## config.mk

```make
export PLATFORM = sky130hd
export DESIGN_NAME = move_step_scheduler
export DESIGN_NICKNAME = d
export VERILOG_FILES = /design/src/rtl/move_step_scheduler_pkg.sv /design/src/rtl/move_step_scheduler_direction_arbiter.sv /design/src/rtl/move_step_scheduler.sv
export SDC_FILE = /design/constraint.sdc
export NUM_CORES = 1
export LEC_CHECK = 0
export ABC_AREA = 1
export CAP_MARGIN = 20
export CORE_ASPECT_RATIO = 0.75
export CORE_UTILIZATION = 65
export DETAILED_ROUTE_END_ITERATION = 10
export DONT_BUFFER_PORTS = 1
export HOLD_SLACK_MARGIN = 0.12
export PLACE_DENSITY = 0.81
export SYNTH_ARGS = -nofsm -noshare
export SYNTH_HDL_FRONTEND = slang
export SYNTH_HIERARCHICAL = 1
export SYNTH_SLANG_ARGS = --single-unit
```

## constraint.sdc

```tcl
create_clock -name CLOCK -period 4.4 [get_ports CLOCK]
set_clock_uncertainty 0.15 [all_clocks]
set_input_delay 0.44 -clock CLOCK [delete_from_list [all_inputs] [get_ports CLOCK]]
set_output_delay 0.44 -clock CLOCK [all_outputs]
set_load 0.1 [all_outputs]
```

## src/rtl/move_step_scheduler_pkg.sv

```systemverilog
// Shared encodings for the snake game: master game state, headings and step-scheduler debug state.
package move_step_scheduler_pkg;

    typedef enum logic [1:0] {
        GS_IDLE = 2'b00,
        GS_PLAY = 2'b01,
        GS_WIN  = 2'b10
    } game_state_e;

    typedef enum logic [1:0] {
        DIR_UP    = 2'b00,
        DIR_DOWN  = 2'b01,
        DIR_LEFT  = 2'b10,
        DIR_RIGHT = 2'b11
    } dir_e;

    typedef enum logic [1:0] {
        CS_IDLE     = 2'b00,
        CS_RUN      = 2'b01,
        CS_WAIT_ACK = 2'b10,
        CS_HALT     = 2'b11
    } ctrl_state_e;

    // Opposite headings differ only in the low bit (up/down, left/right).
    function automatic dir_e reverse_dir(input dir_e d);
        return dir_e'(d ^ 2'b01);
    endfunction

endpackage

```

## src/rtl/move_step_scheduler_direction_arbiter.sv

```systemverilog
// Turns fresh button presses into a pending heading: edge detect, reversal filter,
// fixed priority up>down>left>right, last accepted press wins.
import move_step_scheduler_pkg::*;

module direction_arbiter (
    input  logic       clk_i,
    input  logic       rst_ni,
    input  logic [3:0] btn_i,
    input  logic       en_i,
    input  logic       clr_i,
    input  dir_e       dir_i,
    output dir_e       pend_o
);

    logic [3:0] btn_q;
    logic [3:0] cand;
    logic       win;
    dir_e       sel;
    dir_e       pend_q;
    dir_e       pend_d;

    // Button bit index equals the heading code, so the reversal mask is a one-hot shift.
    always_comb begin
        cand = btn_i & ~btn_q & ~(4'b0001 << reverse_dir(dir_i));
        win  = 1'b0;
        sel  = DIR_UP;
        for (int i = 3; i >= 0; i--) begin
            if (cand[i]) begin
                win = 1'b1;
                sel = dir_e'(i[1:0]);
            end
        end
        pend_o = (en_i && win) ? sel : pend_q;
        pend_d = clr_i ? DIR_RIGHT : pend_o;
    end

    always_ff @(posedge clk_i or negedge rst_ni) begin
        if (!rst_ni) begin
            btn_q  <= 4'b0000;
            pend_q <= DIR_RIGHT;
        end else begin
            btn_q  <= btn_i;
            pend_q <= pend_d;
        end
    end

endmodule

```

## src/rtl/move_step_scheduler.sv

```systemverilog
// Snake step scheduler: score-scaled step timer, request/ack handshake with overrun
// detection, and game-mode control around a buffered heading.
import move_step_scheduler_pkg::*;

module move_step_scheduler #(
    parameter int BASE_PERIOD = 5000000,
    parameter int STEP_DEC    = 400000,
    parameter int MIN_PERIOD  = 1000000,
    parameter int CNT_W       = 23
) (
    input  logic       CLOCK,
    input  logic       RESET,
    input  logic [1:0] STATE_IN,
    input  logic [3:0] PUSH_BUTTONS,
    input  logic [3:0] SCORE_IN,
    input  logic       STEP_ACK,
    output logic       STEP_REQ,
    output logic [1:0] DIRECTION_OUT,
    output logic       OVERRUN,
    output logic [1:0] CTRL_STATE
);

    localparam int PW = CNT_W + 4;
    localparam logic signed [PW-1:0] PW_BASE = PW'(BASE_PERIOD);
    localparam logic signed [PW-1:0] PW_DEC  = PW'(STEP_DEC);
    localparam logic signed [PW-1:0] PW_MIN  = PW'(MIN_PERIOD);
    localparam logic [CNT_W-1:0]     ONE     = CNT_W'(1);

    // Signed headroom lets BASE - score*DEC go negative before the floor clamps it.
    function automatic logic [CNT_W-1:0] calc_period(input logic [3:0] score);
        logic signed [PW-1:0] p;
        p = PW_BASE - $signed({{(PW-4){1'b0}}, score}) * PW_DEC;
        if (p < PW_MIN) p = PW_MIN;
        return p[CNT_W-1:0];
    endfunction

    ctrl_state_e      state_q, state_d;
    logic [CNT_W-1:0] timer_q, timer_d;
    logic [CNT_W-1:0] period_q, period_d;
    logic             req_q, req_d;
    dir_e             dir_q, dir_d;
    logic             ovr_q, ovr_d;
    dir_e             pend;
    logic             term;
    logic             arb_en;

    assign arb_en = (state_q == CS_RUN) || (state_q == CS_WAIT_ACK);

    direction_arbiter u_arb (
        .clk_i  (CLOCK),
        .rst_ni (RESET),
        .btn_i  (PUSH_BUTTONS),
        .en_i   (arb_en),
        .clr_i  (state_d == CS_IDLE),
        .dir_i  (dir_q),
        .pend_o (pend)
    );

    always_comb begin
        state_d  = state_q;
        timer_d  = timer_q;
        period_d = period_q;
        req_d    = req_q;
        dir_d    = dir_q;
        ovr_d    = ovr_q;
        term     = (timer_q == period_q - ONE);

        if (STATE_IN == GS_WIN) begin
            state_d = CS_HALT;
            req_d   = 1'b0;
        end else begin
            case (state_q)
                CS_IDLE: if (STATE_IN == GS_PLAY) state_d = CS_RUN;
                CS_HALT: if (STATE_IN == GS_IDLE) state_d = CS_IDLE;
                CS_RUN: begin
                    if (STATE_IN == GS_IDLE) begin
                        state_d = CS_IDLE;
                    end else if (term) begin
                        dir_d    = pend;
                        req_d    = 1'b1;
                        timer_d  = '0;
                        period_d = calc_period(SCORE_IN);
                        state_d  = CS_WAIT_ACK;
                    end else begin
                        timer_d = timer_q + ONE;
                    end
                end
                default: begin
                    if (STATE_IN == GS_IDLE) begin
                        state_d = CS_IDLE;
                    end else if (term) begin
                        timer_d  = '0;
                        period_d = calc_period(SCORE_IN);
                        // A tick that meets an ack (or a re-issue slot) commits; otherwise it is dropped.
                        if (!req_q || STEP_ACK) begin
                            dir_d = pend;
                            req_d = !req_q;
                        end else begin
                            ovr_d = 1'b1;
                        end
                    end else begin
                        timer_d = timer_q + ONE;
                        if (!req_q) begin
                            req_d = 1'b1;
                        end else if (STEP_ACK) begin
                            req_d   = 1'b0;
                            state_d = CS_RUN;
                        end
                    end
                end
            endcase
        end

        if (state_d == CS_IDLE) begin
            timer_d  = '0;
            req_d    = 1'b0;
            dir_d    = DIR_RIGHT;
            ovr_d    = 1'b0;
            period_d = calc_period(SCORE_IN);
        end
    end

    always_ff @(posedge CLOCK or negedge RESET) begin
        if (!RESET) begin
            state_q <= CS_IDLE;
            timer_q <= '0;
            req_q   <= 1'b0;
            dir_q   <= DIR_RIGHT;
            ovr_q   <= 1'b0;
        end else begin
            state_q <= state_d;
            timer_q <= timer_d;
            req_q   <= req_d;
            dir_q   <= dir_d;
            ovr_q   <= ovr_d;
        end
    end

    always_ff @(posedge CLOCK) begin
        period_q <= period_d;
    end

    assign STEP_REQ      = req_q;
    assign DIRECTION_OUT = dir_q;
    assign OVERRUN       = ovr_q;
    assign CTRL_STATE    = state_q;

endmodule

```

==> flow_summary.ini, run 1 <==
[layout]
utilization_pct = 70.9
syn_to_final_growth_pct = 5.13
fillers = 541
n_antenna_cell = 0
finalNonFillerCells = 750
nets = 701
drive_above_1_share_pct = 12.5

[placement]
dp.cells = 736
place.gp.congestion = 1.06
io_buffer_count = 0
dp_hpwl_mm = 8.41

[die]
coreArea_mm2 = 0.00683
start_util_pct = 67.4
die_y_um = 74.9
die_w_um = 99.2
dieArea_mm2 = 0.00743
core.rowCount = 26
ios = 19

[synth]
synth_area_per_cell_um2 = 7.00
synthDistinctLibCells = 49
yosys_warnings = 6
syn_inst = 658
synth_ff_type = dfrtp_1
synth_edf_count = 16
syn-cell-area_mm2 = 0.00461
async_flop_share_pct = 68.6
ys_seq_area_share_pct = 29.6
synth_seq_cells = 51
syn-num-nets = 694

[grt]
grt_pass1_vias = 3803
grt_max_degree = 36
antenna_found_initial = 0
track_usage_pct = 31.0
grt_pass1_wl_mm = 17.8
grt_overflow_total = 0

[critical_path]
arrival_ns = 3.02
r2r-start = timer_q[0]
crit_required_ns = 4.26
crit_type = reg -> reg
crit_start = timer_q[0]
cp_slowest_cell = dfrtp_1
endpoint = period_q[16]
path_cells = ha_1 -> nand3_1 -> nor2_4 -> nand3_2 -> nor2_2 -> nand3_2 -> nand2_2 -> nand2_1 -> nand2_1 -> nand2_1 -> nand2_2 -> nand3_4 -> o21ai_1 -> buf_4
rr_worst_depth = 14
cpPeakStageDelay_ns = 0.45
reg2reg_slack_ns = 1.24
r2r-end = period_q[16]
end_kind = flip-flop
start_kind = flip-flop
path_common_cell = nand2_1
crit_fanout = 33

[run]
drv_cap = 0

[sta]
finalSetupTns_ns = 0
worst_pin_slew_ns = 0.894
rsz0062_at_grt = false
min_period_ns = 3.16
slew-limit-headroom_pct = 40.4
finalCritPeriodShare_pct = 71.8
hold_slack_ns = 0.198
hold_violations = 0
setup_viol = 0
finalMaxSlewViolations = 0
fmax_mhz = 316

[clock_network]
htree_levels = 2
cts_tree = yes
cts_root_buffer = clkbuf_8
cts_made_buffers = 5
cts_setup_buffers = 0
cts.sinks = 51
clkLatencyLatePin_ns = 0.31
path_clk_slew_ns = 0.09
cts_buffer_depth = 2

[power_and_ir_drop]
irDropWorstVdd_mv = 0.582
power_density_mw_per_mm2 = 511
power_mw = 2.47
p_leak_nw = 2.48

[route]
wl_mm = 10.8
wl_per_cell_um = 14.5
first_iter_violations = 508
viasPerCell = 5.73
detail_route.first_pass.iterations = 6
vias = 4294
drc = 0
drtAntennaViolNets = 0

[status]
status = complete, no violations

[hold_path]
hp-class = in -> reg
-- power by group --
| group | total (mW) | internal [mW] | leakage (nW) | switching [mW] |
|---|---|---|---|---|
| registers | 0.831 | 0.672 | 0.615 | 0.159 |
| clock network | 0.326 | 0.170 | 0.0524 | 0.155 |
| logic | 1.32 | 0.369 | 1.82 | 0.950 |
-- cells in the mapped netlist (all sizes together) (3+ instances only) --
cell,number,share of area [%]
nand3,56,7.1
nor4,6,0.82
xnor2,3,0.57
inv,108,8.8
nand2,206,18
clkbuf,5,0.41
o21bai,3,0.57
nand3b,7,1.1
buf,7,1.5
dfrtp,31,17
nor2,62,6.4
xor2,28,5.5
edfxtp,16,10
dfstp,4,2.3
o21ai,28,4.1
ha,23,6.2
nand4,35,4.9
a21oi,5,0.79
nor3,10,1.1
-- registers in the layout, indices dropped and copies added, names as in the netlist --
register	count
STEP_REQ	1
CTRL_STATE	2
u_arb/btn_q	4
timer_q	23
period_q	16
u_arb/pend_q	2
DIRECTION_OUT	2
OVERRUN	1
-- critical path, delay by kind of cell, from the launching register on --
family,cells,cell delay (ns)
flip-flops,1,0.45
AND/OR/NAND/NOR,11,1.48
buffers and inverters,1,0.26
AO/OA/AOI/OAI,1,0.20
adder cells (fa/ha/maj),1,0.31
-- cells by family after synthesis --
kind of cell               share of synthesized area [%]
AOI/OAI and AO/OA                                   7.01
xor gates and xnor gates                            6.06
adders and majority gates                           6.25
buffers and inverters                               10.9
DFF                                                 29.6
and+or+nand+nor                                     40.2
-- stage by stage --
step / setup WS, ns / cell area [um^2]
floorplan: 0.770 / 4610
global placement: 1.04 / 4670
detailed placement: 0.936 / 4670
CTS: 1.27 / 4840
global route: 0.998 / 4840
finish: 1.24 / 4840
-- layer usage --
layer / wire length [um] / vias up / track usage, %
met3: 1220 / 34 / 8.64
met2: 4360 / 197 / 44.8
met4: 222 / 0 / 9.64
li1: - / 2121 / -
met1: 5050 / 1942 / 45.2
met5: 0 / - / 0
-- layout by cell type (no fill, tap or decap), types with 2 or more instances in the layout --
master         netlist  final
a21oi_1              2      2
a21oi_2              3      3
buf_4                1      6
clkbuf_1             5      2
clkbuf_8             0      5
clkinv_1             2      2
dfrtp_1             31     31
dfstp_2              4      4
dlygate4sd3_1        0      5
edfxtp_1            16     16
ha_1                23     23
inv_1              103    103
inv_2                5      5
nand2_1            187    187
nand2_2             17     17
nand3_1             50     50
nand3_2              4      4
nand3_4              2      2
nand3b_1             7      7
nand4_1             34     34
nor2_1              45     45
nor2_2              13     13
nor2_4               4      4
nor3_1              10     10
nor4_1               6      6
o211ai_1             2      2
o21ai_0              7      6
o21ai_1             10     11
o21ai_2             10     10
o21bai_1             2      2
o311ai_1             2      2
xnor2_1              3      3
xor2_1              27     27
-- timing repair --
item | CTS | global route
hold buffers | 6 | 0
endpoints found under the hold margin | 39 | 0
setup endpoints to repair | 0 | 0
resized for setup | 0 | 0
-- worst min-delay path by stage --
stage,from,slack (ns),cells past startpoint,end
finish,STATE_IN[0],0.20,3,CTRL_STATE[0]
global route,STATE_IN[0],0.21,3,CTRL_STATE[0]
CTS,STATE_IN[0],0.20,3,CTRL_STATE[0]
detailed placement,RESET,-0.004,0,timer_q[18]
global placement,RESET,-0.004,0,timer_q[18]
floorplan,RESET,-0.006,0,CTRL_STATE[0]
-- final cells by class --
type	instances	area (um^2)	area share, %
clock inverter	1	30.0	0.620
timing repair buffer	12	115	2.38
tap	84	105	2.17
sequential	51	1360	28.1
inverter	110	413	8.53
multi-input combinational	485	2740	56.6
clock buffer	7	76.3	1.58
No activity file was read; power rests on OpenSTA's default activity.
==> inputs of run 2 (changes only) <==
Settings changed: ABC_AREA 1 to 0, CORE_UTILIZATION 65 to 58, PLACE_DENSITY 0.81 to 0.76.
Clock period 4.4 ns to 2.65 ns, I/O delays scaled along.
==> run 2 against run 1 <==
Effect of this change: the flow now finishes with violations (setup timing); die area fell by 2.8%; utilization rose by 16 points; hold slack got worse by 0.017 ns; count of clock-buffer cells in the layout fell by 2; non-clock buffer count rose by 108; synthesized cell count fell by 34%; combinational power rose by 95%; critical path depth fell by 1; sequential share of layout area fell by 3.8 points; first-iteration DRC count fell by 9.6%; global-route usage rose by 1.0 points; flip-flop and latch count did not move.
==> flow_summary.ini, run 2 <==
[power_and_ir_drop]
power_frac_clock_pct = 11.2
irDropWorstVdd_mv = 1.11
switching_power_mw = 1.85
power_frac_comb_pct = 60.9
p_int_mw = 2.37
netSwitchingFraction_pct = 43.9
seq_power_share_pct = 27.9
p_leak_nw = 2.23
power_mw = 4.22
power_density_mw_per_mm2 = 749

[die]
dieArea_mm2 = 0.00722
die_w_um = 97.8
coreArea_mm2 = 0.00647
start_util_pct = 61.7
core.rowCount = 25
die_y_um = 73.9
ios = 19

[sta]
hold_slack_ns = 0.181
setup_viol = 61
rsz0062_at_grt = true
layout_setup_ws_ns = -0.538
finalCritPeriodShare_pct = 120
hold_violations = 0
slew-limit-headroom_pct = 40.2
min_period_ns = 3.19
finalMaxSlewViolations = 0
worst_pin_slew_ns = 0.897
finalSetupTns_ns = -16.73
fmax_mhz = 314

[critical_path]
crit_fanout = 9
start_kind = input pin
r2r-start = timer_q[3]
end_kind = flip-flop
rr_worst_depth = 8
crit_cells = 13
cp_slowest_cell = or4_4
crit_start = SCORE_IN[1]
r2r-end = period_q[15]
path_delay_family = simple AND/OR/NAND/NOR gates
crit_type = in -> reg
reg2reg_slack_ns = -0.32
cp_num_buf_inv = 1
arrival_ns = 3.12
crit_required_ns = 2.59
path_cells = ha_4 -> xor2_2 -> ha_2 -> a21o_1 -> ha_4 -> xor2_2 -> a21oi_1 -> and2_1 -> buf_4 -> a211o_1 -> a31oi_4 -> or4_4 -> and3_4
cpPeakStageDelay_ns = 0.57

[clock_network]
cts.sinks = 51
cts_tree = yes
cts_made_buffers = 5
htree_levels = 2
cts_buffer_depth = 2
clkLatencyLatePin_ns = 0.32
path_clk_slew_ns = 0.10
cts_root_buffer = clkbuf_8

[layout]
drive_above_1_share_pct = 38.4
syn_to_final_growth_pct = 41.0
nets = 584
final_area_mm2 = 0.00563
n_antenna_cell = 0
final_common_cell = buf_4
regMostFlops = timer_q
largest_register_ffs = 23
final_cell_mix = buf_4 (93), nand2_1 (30), dfrtp_1 (27), a21oi_1 (27), o21ai_0 (23)
reg.largest.list = timer_q: 23 flops, period_q: 16 flops, u_arb/btn_q: 4 flops

[synth]
syn-cell-area_mm2 = 0.00399
yosysMostFrequentCell = a21oi_1
async_flop_share_pct = 68.6
synth_edf_count = 16
netlist.area_leader.share_pct = 19.4
ys_top_cells_by_area = dfrtp_1 (19%), edfxtp_1 (12%), ha_1 (7.2%), xnor2_1 (4.8%), a21oi_1 (4.6%)
syn_inst = 435
synth_common_cells = a21oi_1 (37), dfrtp_1 (31), nand2_1 (31), nor2_1 (26), o21ai_0 (25)
ys_seq_area_share_pct = 34.1
synth_ff_type = dfrtp_1
synthDistinctLibCells = 74
syn-num-nets = 471
synth_area_per_cell_um2 = 9.18
yosys_warnings = 6
synth_top_area_cell = dfrtp_1
synth_seq_cells = 51

[grt]
grt_overflow_total = 0
grt_pass1_vias = 3660
track_usage_pct = 32.0
grt_pass1_wl_mm = 18.1
grt_max_degree = 36
antenna_found_initial = 0

[placement]
dp_hpwl_mm = 7.85
io_buffer_count = 0
post_dp_cell_area_mm2 = 0.00483
place.gp.congestion = 0.885
dp_worst_setup_slack_ns = -0.804

[hold_path]
worst_hold_path.num_cells = 3
hp-class = in -> reg
min-delay-start = PUSH_BUTTONS[0]
hold_end = u_arb/pend_q[0]

[route]
drtAntennaViolNets = 0
wl_mm = 13.8
detail_route.first_pass.iterations = 6
drc = 0
first_iter_violations = 459
wl_per_cell_um = 21.9
vias = 4281
viasPerCell = 6.80

[status]
violations = setup timing
status = finished, violations left

[run]
drv_cap = 0
[run 2: worst max path at each step]
stage	to	slack (ns)
after CTS	period_q[7]	-0.38
after global placement	period_q[8]	-0.69
after floorplan	period_q[14]	-0.62
after global routing	period_q[7]	-0.60
after detailed placement	period_q[7]	-0.80
final	period_q[7]	-0.54
[run 2: layer usage]
metal  wire length, um  up-vias  global-route usage [%]
li1                  -     1838                       -
met1              5670     2058                    45.8
met2              6160      321                    53.0
met3              1500       64                    4.76
met4               448        0                    5.05
met5                 0        -                       0
[run 2: final cells by class]
type                    count  area, um^2
flip-flops and latches     51        1370
clock buffers               5        68.8
well taps                  81         101
inverters                  14        52.6
repair buffers            120        1020
fillers                   287         845
clock inverters             3        18.8
multi-input cells         356        2990
[run 2: worst register-to-register path, stage by stage (launching register included)]
cell and delay (ns):
dfrtp_1 0.43, and4_1 0.30, and2_1 0.21, nor4b_2 0.34, nand2_1 0.18, a211o_1 0.35, a311oi_4 0.39, buf_4 0.18
a21o_4 0.15
[run 2: power groups by stage]
stage | registers (mW) | clock network (mW) | logic (mW)
detailed placement | 1.19 | 0 | 1.81
CTS | 1.17 | 0.460 | 1.94
global route | 1.19 | 0.499 | 2.67
floorplan | 1.31 | 0 | 1.13
global placement | 1.19 | 0 | 1.76
finish | 1.18 | 0.474 | 2.57
[run 2: what timing repair did]
| item | in CTS | in global routing |
|---|---|---|
| pin swaps | 24 | 20 |
| cloned | 0 | 3 |
| buffers inserted | 10 | 14 |
| endpoints found under the hold margin | 43 | 0 |
| hold buffers | 11 | 0 |
| gates resized for setup | 21 | 52 |
| setup endpoints to repair | 16 | 61 |
[run 2: logic make-up after synthesis]
family	after synthesis	synth area share, %
and+or+nand+nor	171	24.2
AOI/OAI and AO/OA	122	22.2
DFF	51	34.1
xor gates and xnor gates	39	9.12
buffers and inverters	29	3.20
adders and majority gates	23	7.21
[run 2: stage by stage]
step / std cells / utilization [%]
2_1_floorplan: 435 / -
3_3_place_gp: 584 / 74.7
3_5_place_dp: 584 / 74.7
4_1_cts: 613 / 81.0
5_1_grt: 630 / 87.0
6_report: 630 / 87.0
